## src/rtl/cla_pkg.sv

```systemverilog
// Shared helpers for the pipelined carry-lookahead adder: group
// propagate/generate reductions and the parameter legality check.
package cla_pkg;

  // Widest lookahead group the helper functions can reduce.
  localparam int CLA_MAX_GROUP = 64;

  // Group propagate: a carry entering bit 0 passes through bits [n-1:0].
  function automatic logic cla_group_p(input logic [CLA_MAX_GROUP-1:0] p,
                                       input int n);
    logic acc;
    acc = 1'b1;
    for (int i = 0; i < CLA_MAX_GROUP; i++) begin
      if (i < n) acc = acc & p[i];
    end
    return acc;
  endfunction

  // Group generate: bits [n-1:0] produce a carry out on their own.
  function automatic logic cla_group_g(input logic [CLA_MAX_GROUP-1:0] p,
                                       input logic [CLA_MAX_GROUP-1:0] g,
                                       input int n);
    logic acc;
    acc = 1'b0;
    for (int i = 0; i < CLA_MAX_GROUP; i++) begin
      if (i < n) acc = g[i] | (p[i] & acc);
    end
    return acc;
  endfunction

  // WIDTH must split into whole groups, and a group must fit the helpers.
  function automatic bit cla_params_ok(input int width, input int group);
    return (group >= 1) && (group <= CLA_MAX_GROUP) &&
           (width >= group) && ((width % group) == 0);
  endfunction

endpackage

```

## src/rtl/cla_group_adder.sv

```systemverilog
// Combinational GROUP-bit carry-lookahead adder. Every internal carry is
// formed directly from prefix propagate/generate terms and the group
// carry-in, so depth does not grow as a ripple chain.
module cla_group_adder
  import cla_pkg::*;
#(
  parameter int GROUP = 4
) (
  input  logic [GROUP-1:0] x,
  input  logic [GROUP-1:0] y,
  input  logic             cin,
  output logic [GROUP-1:0] s,
  output logic             cout,
  output logic             p,
  output logic             g,
  output logic             c_msb
);

  logic [GROUP-1:0]         w_pb;
  logic [GROUP-1:0]         w_gb;
  logic [CLA_MAX_GROUP-1:0] w_p_ext;
  logic [CLA_MAX_GROUP-1:0] w_g_ext;
  logic [GROUP:0]           w_c;

  assign w_pb = x ^ y;
  assign w_gb = x & y;

  // Lookahead carries: c[i] = G[i-1:0] | P[i-1:0] & cin.
  always_comb begin
    w_p_ext = '0;
    w_g_ext = '0;
    w_p_ext[GROUP-1:0] = w_pb;
    w_g_ext[GROUP-1:0] = w_gb;
    w_c    = '0;
    w_c[0] = cin;
    for (int i = 1; i <= GROUP; i++) begin
      w_c[i] = cla_group_g(w_p_ext, w_g_ext, i) |
               (cla_group_p(w_p_ext, i) & cin);
    end
  end

  assign s     = w_pb ^ w_c[GROUP-1:0];
  assign cout  = w_c[GROUP];
  assign c_msb = w_c[GROUP-1];
  assign p     = cla_group_p(w_p_ext, GROUP);
  assign g     = cla_group_g(w_p_ext, w_g_ext, GROUP);

endmodule

```

## src/rtl/pipelined_cla_adder.sv

```systemverilog
// Carry-pipelined adder/subtractor: one GROUP-bit lookahead group is
// resolved per stage, the group carry and the untouched upper operand bits
// travel down the pipe. A global stall freezes every stage when the
// result at the output is not taken.
module pipelined_cla_adder
  import cla_pkg::*;
#(
  parameter int WIDTH = 16,
  parameter int GROUP = 4
) (
  input  logic             Clk,
  input  logic             Reset,
  input  logic             in_valid,
  output logic             in_ready,
  input  logic [WIDTH-1:0] a,
  input  logic [WIDTH-1:0] b,
  input  logic             c_in,
  input  logic             sub,
  output logic             out_valid,
  input  logic             out_ready,
  output logic [WIDTH-1:0] s,
  output logic             c_out,
  output logic             ovf,
  output logic             zero
);

  localparam int NGROUPS = WIDTH / GROUP;

  if (!cla_params_ok(WIDTH, GROUP)) begin : g_bad_params
    $fatal(1, "pipelined_cla_adder: WIDTH must be a nonzero multiple of GROUP");
  end

  logic             w_advance;
  logic [WIDTH-1:0] w_b_eff;
  logic             w_cin_eff;

  // Subtraction is A + ~B + 1; the caller's carry-in is ignored then.
  assign w_b_eff   = sub ? ~b : b;
  assign w_cin_eff = sub ? 1'b1 : c_in;

  // Every stage moves together; a held output freezes the whole pipe.
  assign w_advance = !out_valid || out_ready;
  assign in_ready  = w_advance;

  for (genvar k = 0; k < NGROUPS; k++) begin : g_stage
    localparam int LO = k * GROUP;
    localparam int HI = LO + GROUP - 1;

    logic [GROUP-1:0] w_x;
    logic [GROUP-1:0] w_y;
    logic             w_cin;
    logic [GROUP-1:0] w_s;
    logic             w_cout;
    logic             w_p;
    logic             w_g;
    logic             w_cmsb;
    logic             w_vld_in;
    logic [HI:0]      w_sum_next;
    logic             r_vld;
    logic [HI:0]      r_sum;

    // Stage 0 reads the ports; later stages read the previous stage's regs.
    if (k == 0) begin : g_src
      assign w_x        = a[HI:LO];
      assign w_y        = w_b_eff[HI:LO];
      assign w_cin      = w_cin_eff;
      assign w_vld_in   = in_valid;
      assign w_sum_next = w_s;
    end else begin : g_src
      assign w_x        = g_stage[k-1].g_hi.r_a_hi[HI:LO];
      assign w_y        = g_stage[k-1].g_hi.r_b_hi[HI:LO];
      assign w_cin      = g_stage[k-1].g_hi.r_carry;
      assign w_vld_in   = g_stage[k-1].r_vld;
      assign w_sum_next = {w_s, g_stage[k-1].r_sum};
    end

    cla_group_adder #(
      .GROUP (GROUP)
    ) u_group (
      .x     (w_x),
      .y     (w_y),
      .cin   (w_cin),
      .s     (w_s),
      .cout  (w_cout),
      .p     (w_p),
      .g     (w_g),
      .c_msb (w_cmsb)
    );

    // Stage k boundary: valid bit and the sum bits finished so far.
    always_ff @(posedge Clk) begin
      if (Reset) begin
        r_vld <= 1'b0;
        r_sum <= '0;
      end else if (w_advance) begin
        r_vld <= w_vld_in;
        r_sum <= w_sum_next;
      end
    end

    if (k < NGROUPS - 1) begin : g_hi
      logic [WIDTH-1:HI+1] w_a_src;
      logic [WIDTH-1:HI+1] w_b_src;
      logic [WIDTH-1:HI+1] r_a_hi;
      logic [WIDTH-1:HI+1] r_b_hi;
      logic                r_carry;
      logic                w_unused_grp;

      // Group flags and MSB carry only matter at the top of the word.
      assign w_unused_grp = &{1'b0, w_p, w_g, w_cmsb};

      if (k == 0) begin : g_ops
        assign w_a_src = a[WIDTH-1:HI+1];
        assign w_b_src = w_b_eff[WIDTH-1:HI+1];
      end else begin : g_ops
        assign w_a_src = g_stage[k-1].g_hi.r_a_hi[WIDTH-1:HI+1];
        assign w_b_src = g_stage[k-1].g_hi.r_b_hi[WIDTH-1:HI+1];
      end

      // Carry into group k+1 and the operand bits still to be summed.
      always_ff @(posedge Clk) begin
        if (Reset) begin
          r_a_hi  <= '0;
          r_b_hi  <= '0;
          r_carry <= 1'b0;
        end else if (w_advance) begin
          r_a_hi  <= w_a_src;
          r_b_hi  <= w_b_src;
          r_carry <= w_cout;
        end
      end
    end else begin : g_last
      logic r_cout;
      logic r_ovf;
      logic r_zero;
      logic w_unused_grp;

      assign w_unused_grp = &{1'b0, w_p, w_g};

      // Final stage: status flags registered beside the completed sum.
      always_ff @(posedge Clk) begin
        if (Reset) begin
          r_cout <= 1'b0;
          r_ovf  <= 1'b0;
          r_zero <= 1'b0;
        end else if (w_advance) begin
          r_cout <= w_cout;
          r_ovf  <= w_cout ^ w_cmsb;
          r_zero <= (w_sum_next == '0);
        end
      end
    end
  end

  assign out_valid = g_stage[NGROUPS-1].r_vld;
  assign s         = g_stage[NGROUPS-1].r_sum;
  assign c_out     = g_stage[NGROUPS-1].g_last.r_cout;
  assign ovf       = g_stage[NGROUPS-1].g_last.r_ovf;
  assign zero      = g_stage[NGROUPS-1].g_last.r_zero;

endmodule
```

## config.mk

```make
export PLATFORM = sky130hd
export DESIGN_NAME = pipelined_cla_adder
export DESIGN_NICKNAME = d
export VERILOG_FILES = /design/src/rtl/cla_pkg.sv /design/src/rtl/cla_group_adder.sv /design/src/rtl/pipelined_cla_adder.sv
export SDC_FILE = /design/constraint.sdc
export NUM_CORES = 1
export LEC_CHECK = 0
export CORE_MARGIN = 2
export CORE_UTILIZATION = 40
export CTS_CLUSTER_SIZE = 28
export DETAILED_ROUTE_END_ITERATION = 10
export PLACE_DENSITY = 0.73
export SLEW_MARGIN = 15
export SYNTH_ARGS = -nofsm -noshare
export SYNTH_HDL_FRONTEND = slang
export SYNTH_SLANG_ARGS = --single-unit
export TNS_END_PERCENT = 10
```

## constraint.sdc

```tcl
create_clock -name Clk -period 2.4 [get_ports Clk]
set_clock_uncertainty 0.2 [all_clocks]
set_input_delay 0.48 -clock Clk [delete_from_list [all_inputs] [get_ports Clk]]
set_output_delay 0.48 -clock Clk [all_outputs]
set_load 0.01 [all_outputs]
```

Yosys cells after proc, flatten, opt, wreduce, memory -nomap -nowiden:

Index checks and enable logic that the tools add are counted.
W data, S select, Z words.

* multiplexer cells: 2
* reductions and logical operators: 3
* bitwise operators: 82

Operators with widths (number)
* $and A1 B1 Y1: 40
* $xor A4 B4 Y4: 8
* $or A1 B1 Y1: 28
* $and A4 B4 Y4: 4
* $logic_not A16 Y1: 1
* $mux W16: 1
* $not A16 Y16: 1
* $logic_not A1 Y1: 1
* $logic_or A1 B1 Y1: 1
* $mux W1: 1
* $xor A1 B1 Y1: 1

* flip-flop bits (word level): 98
* bits of input ports: 38
* logic and storage cells: 107
* output and inout bits: 21

Longest topological paths before layout:

Gate-level depths: netlist of the first run.

* word-level depth: 10
* mapped depth: 8
* gate-level depth less buffers: 6

Modules after synthesis:

Synthesis of the first run repeated with hierarchy kept, for this count alone.

* cells, all modules: 533
* area, all modules: 4399.2 um2

By module, submodules not included
* pipelined_cla_adder: instances 1, area an instance 3693.5 um2, cells each 439, sequential area each 1961.9 um2
* cla_group_adder at g_stage[1].u_group ...: instances 3, area an instance 173.9 um2, cells each 23, sequential area each 0.0 um2
* cla_group_adder at g_stage[0].u_group: instances 1, area an instance 183.9 um2, cells each 25, sequential area each 0.0 um2

Worst setup path after synthesis of the first run:

Ideal clock, no wire load.

* path kind: input-to-reg
* start: in sub
* end: reg g_stage[0].r_sum[2]
* library setup time: 0.062 ns
* buffers on the path: 2
* arrival: 2.090 ns
* stages on the path: 8
* required time: 2.138 ns
* setup slack: 0.048 ns
* cell sequence: buf_6 buf_2 xor2_1 ha_1 o21a_1 o21a_1 or4_1 nand3_1

* cells in the longest elaborated chain, start to end: 6
* elaborated cells between the ends (all ways): 10
* those cells by class: 2 x mux; 8 x bitwise

RTL lines
* start: declaration: RTL line pipelined_cla_adder.sv:18 `input logic sub,`
* $mux W16: RTL line pipelined_cla_adder.sv:38 `assign w_b_eff = sub ? ~b : b;`
* $xor A4 B4 Y4 / $and A4 B4 Y4 (equally long branches): RTL line cla_group_adder.sv:25, cla_group_adder.sv:26
* $and A1 B1 Y1, on equally long branches: RTL line cla_pkg.sv:26, cla_pkg.sv:14
* $or A1 B1 Y1 / $and A1 B1 Y1 (equally long branches): RTL line cla_pkg.sv:26, cla_group_adder.sv:38
* $or A1 B1 Y1: RTL line cla_group_adder.sv:37 `w_c[i] = cla_group_g(w_p_ext, w_g_ext, i) |`
* $xor A4 B4 Y4 (*): RTL line cla_group_adder.sv:42 `assign s = w_pb ^ w_c[GROUP-1:0];`
* end signal: assignment: RTL line pipelined_cla_adder.sv:97 `r_sum <= w_sum_next;`
* end: declaration: RTL line pipelined_cla_adder.sv:60 `logic [HI:0] r_sum;`

Every way passes the cells marked *; elsewhere a longest branch is shown, timed or not.
A chain may end at the register's enable or synchronous reset.

Worst setup path after layout of the first run:

* start: in out_ready
* end: out in_ready

* cells in the longest elaborated chain, start to end: 1

RTL lines
* start: declaration: RTL line pipelined_cla_adder.sv:20 `input logic out_ready,`
* $logic_or A1 B1 Y1: RTL line pipelined_cla_adder.sv:42 `assign w_advance = !out_valid || out_ready;`
* end: declaration: RTL line pipelined_cla_adder.sv:14 `output logic in_ready,`

Every way passes these cells.

==> reports/results.tsv, run 1 <==
stage	metric	value	unit
placed_design	Final HPWL DP	6210	µm
critical_path	worst r2r path cells	6	
hold_path	WHS Path Cells	2	
critical_path	Crit. End Element	output port	
logic_synthesis	warnings from Yosys	0	
critical_path	critical path type	input port to output port	
logic_synthesis	Distinct cells, synth	38	
critical_path	CP delay by family, top	buffers and inverters	
timing	final hold violation count	0	
timing	Peak Freq	426	MHz
clock_network	CTS tree	yes	
timing	final setup vio count	0	
power	Worst VDD drop	0.293	mV
logic_synthesis	mapped cell area	4160	µm²
logic_synthesis	fraction of registers with async set/reset	0	
timing	slew at the pin closest to its max-slew limit	384	ps
route	DRT Pass-1 Iters	4	
logic_synthesis	Synth top area share	0.472	
layout	# fillers	1002	
floorplan	initial core utilization	0.407	
route	DRC	0	
critical_path	FF-to-FF End	zero	
logic_synthesis	Synth area leader	dfxtp_1	
critical_path	Crit path buffers/inverters	3	
clock_network	root buffer cell	clkbuf_8	
critical_path	Setup crit start kind	input port	
critical_path	R2R Path Start	g_stage[2].g_hi.r_a_hi[12]	
layout	register area	1960	µm²
logic_synthesis	FF+latch count, synth	98	
placed_design	RePlAce Congestion	0.768	
timing	minimum clock period	2350	ps
global_route	antenna violations before repair	0	
power	Cell Pwr Density	653	nW/µm²
flow_run	Max-cap violations	0	
floorplan	row cnt	37	
layout	Nets	611	
logic_synthesis	Primary FF master, synth	dfxtp_1	
critical_path	Critical-path top delay cell	clkdlybuf4s50_1	
layout	Post-Layout Cell Count	694	
route	final WL	8840	µm
floorplan	die area	11200	µm²
critical_path	Worst Path Required	1720	ps
route	Routed wire per std cell	12.7	µm
logic_synthesis	Syn Area/Cell	8.25	µm²
status	status	complete, no violations	
timing	relative slew slack	0.744	
global_route	largest net degree at the start of global routing	93	
timing	Slew Limit Fails	0	
critical_path	crit-path max cell delay	540	ps
route	DR vias/cell	4.99	
clock_network	CTS Buf Count	9	
floorplan	die width	106	µm
floorplan	io pins	59	
floorplan	CORE AREA	10200	µm²
clock_network	cts repair resizes	0	
hold_path	hold_sp	s[2]	
clock_network	postcts setup bufs	0	
logic_synthesis	post-synthesis sequential area ratio	0.472	
global_route	first-pass GRT wire length	14700	µm
timing	Final Cycle Share	0.977	
clock_network	Max clock buf depth	2	
placed_design	Port-buffer cells	58	
layout	Multi-input gate area	2010	µm²
global_route	vias in the first global route	3257	
hold_path	Hold Crit Class	register to register	
global_route	total congestion overflow	0	
timing	RSZ-0062 raised after global routing	no	
power	Total Power	3.35	mW
critical_path	critical path peak fanout	2	
clock_network	clk sinks	98	
route	DR iter-0 viols	197	
placed_design	Placed Cells	678	
layout	synth-to-layout area growth	23.2	%
critical_path	Arrival @ worst endpoint	1670	ps
critical_path	Worst path most repeated cell	clkdlybuf4s50_1	
logic_synthesis	most frequent cell after synthesis	nand2_1	
layout	diode count	0	
clock_network	CTS H-tree lvls	3	
clock_network	Clock Latency Late Sink	370	ps
layout	layout cell share with drive strength beyond 1	0.0609	
hold_path	Hold EP	s[2]	
clock_network	CTS Hold Bufs	0	
logic_synthesis	Post-synth EDFFs	0	
logic_synthesis	synthesized instance count	504	
power	Leak	1.99	nW
critical_path	crit path cell chain	clkdlybuf4s50_1 -> nor2b_4 -> inv_2 -> clkdlybuf4s50_1	
logic_synthesis	syn nets	562	
route	DRT antenna net count	0	
clock_network	Clock transition at path regs	90	ps
logic_synthesis	leading post-synthesis cells by cell area	dfxtp_1, nand2_1, a21oi_1	
logic_synthesis	top cells by count, synth	nand2_1, dfxtp_1, a21oi_1	
global_route	overall routing resource usage	0.160	
critical_path	reg-to-reg slack, setup	320	ps
floorplan	Die Height	106	µm
route	via count	3465	
## worst max-delay path by stage
stage	depth (start not counted)	slack (ps)	to	from
after floorplan	8	50	g_stage[0].r_sum[2]	sub
after global placement	7	-190	g_stage[0].r_sum[2]	sub
after detailed placement	7	-290	g_stage[0].r_sum[2]	sub
after CTS	4	40	in_ready	out_ready
after global routing	4	20	in_ready	out_ready
final	4	50	in_ready	out_ready
## final cells by class
type,instances,area share
multi-input cells,362,0.393
flip-flops and latches,98,0.383
repair buffers,73,0.144
well taps,136,0.0332
clock buffers,9,0.0242
clock inverters,7,0.0166
inverters,9,0.00659
## power breakdown
group / leakage, nW / internal [mW] / switching, mW
Sequential: 0.805 / 1.73 / 0.0651
Clock: 0.106 / 0.502 / 0.604
Combinational: 1.08 / 0.232 / 0.211
## cell families (layout without fill, tap and decap cells)
family	count (synthesis)	in the layout	share of synthesized area
and+or+nand+nor	200	200	0.201
AOI/OAI and AO/OA	120	120	0.168
DFF	98	98	0.472
buffers and inverters	44	98	0.0466
xor gates and xnor gates	22	22	0.0463
adders and majority gates	20	20	0.0674
## worst min-delay path, stage by stage, from the launching register on
cell     delay, ps
dfxtp_1        320
nand2_1         50
a21oi_1         50
## routing by layer
metal / wire length [µm] / GRT usage
met1: 4190 / 0.204
met3: 358 / 0.0356
met4: 152 / 0.0583
met2: 4140 / 0.266
met5: 0 / 0
## registers in the layout, summed over array words and instances, names as in the netlist, 3 cells and up
signal and flops:
g_stage.g_hi.r_b_hi 24, g_stage.r_sum 24, g_stage.g_hi.r_carry 3, g_stage.g_hi.r_a_hi 24, s 16, g_stage.r_vld 3
## stage by stage
stage	hold WS [ps]	util	area [µm²]	setup TNS, ps	setup slack, ps
after detailed placement	245	0.480	4920	-798	-289
after global routing	275	0.501	5120	0	21.5
after global placement	238	0.480	4920	-401	-186
after CTS	259	0.501	5120	0	36.6
final	257	0.501	5120	0	54.6
after floorplan	232	-	4160	0	47.5
## placed cells by master (no fill, tap or decap), drive strengths merged, types with 2 or more instances in the layout
cell type	synthesis	final
a211oi	17	17
a21o	3	3
a21oi	74	74
a2bb2oi	2	2
a31oi	3	3
and2	2	2
buf	24	16
clkbuf	11	9
clkdlybuf4s50	0	57
clkinv	0	3
dfxtp	98	98
fa	4	4
ha	16	16
inv	9	12
nand2	137	137
nand3	13	13
nand3b	3	3
nor2	27	27
nor3	6	6
nor4	3	3
nor4b	5	5
o21a	2	2
o21ai	12	12
xnor2	17	17
xor2	5	5
(Power assumes the default switching activity.)
==> run 2: changes to the inputs <==
--- a/config.mk
+++ b/config.mk
@@ -7,6 +7,7 @@
 export LEC_CHECK = 0
 export CORE_MARGIN = 2
 export CORE_UTILIZATION = 40
+export CTS_CLUSTER_DIAMETER = 100
 export CTS_CLUSTER_SIZE = 28
 export DETAILED_ROUTE_END_ITERATION = 10
 export PLACE_DENSITY = 0.73
==> results of run 2 <==
Final layout, timing and power as in run 1 (identical DEF).
==> run 3: changes to the inputs <==
--- a/config.mk
+++ b/config.mk
@@ -11,7 +11,7 @@
 export CTS_CLUSTER_SIZE = 28
 export DETAILED_ROUTE_END_ITERATION = 10
 export PLACE_DENSITY = 0.73
-export SLEW_MARGIN = 15
+export SLEW_MARGIN = 25
 export SYNTH_ARGS = -nofsm -noshare
 export SYNTH_HDL_FRONTEND = slang
 export SYNTH_SLANG_ARGS = --single-unit
==> results of run 3 <==
Final layout, timing and power as in run 1 (identical DEF).
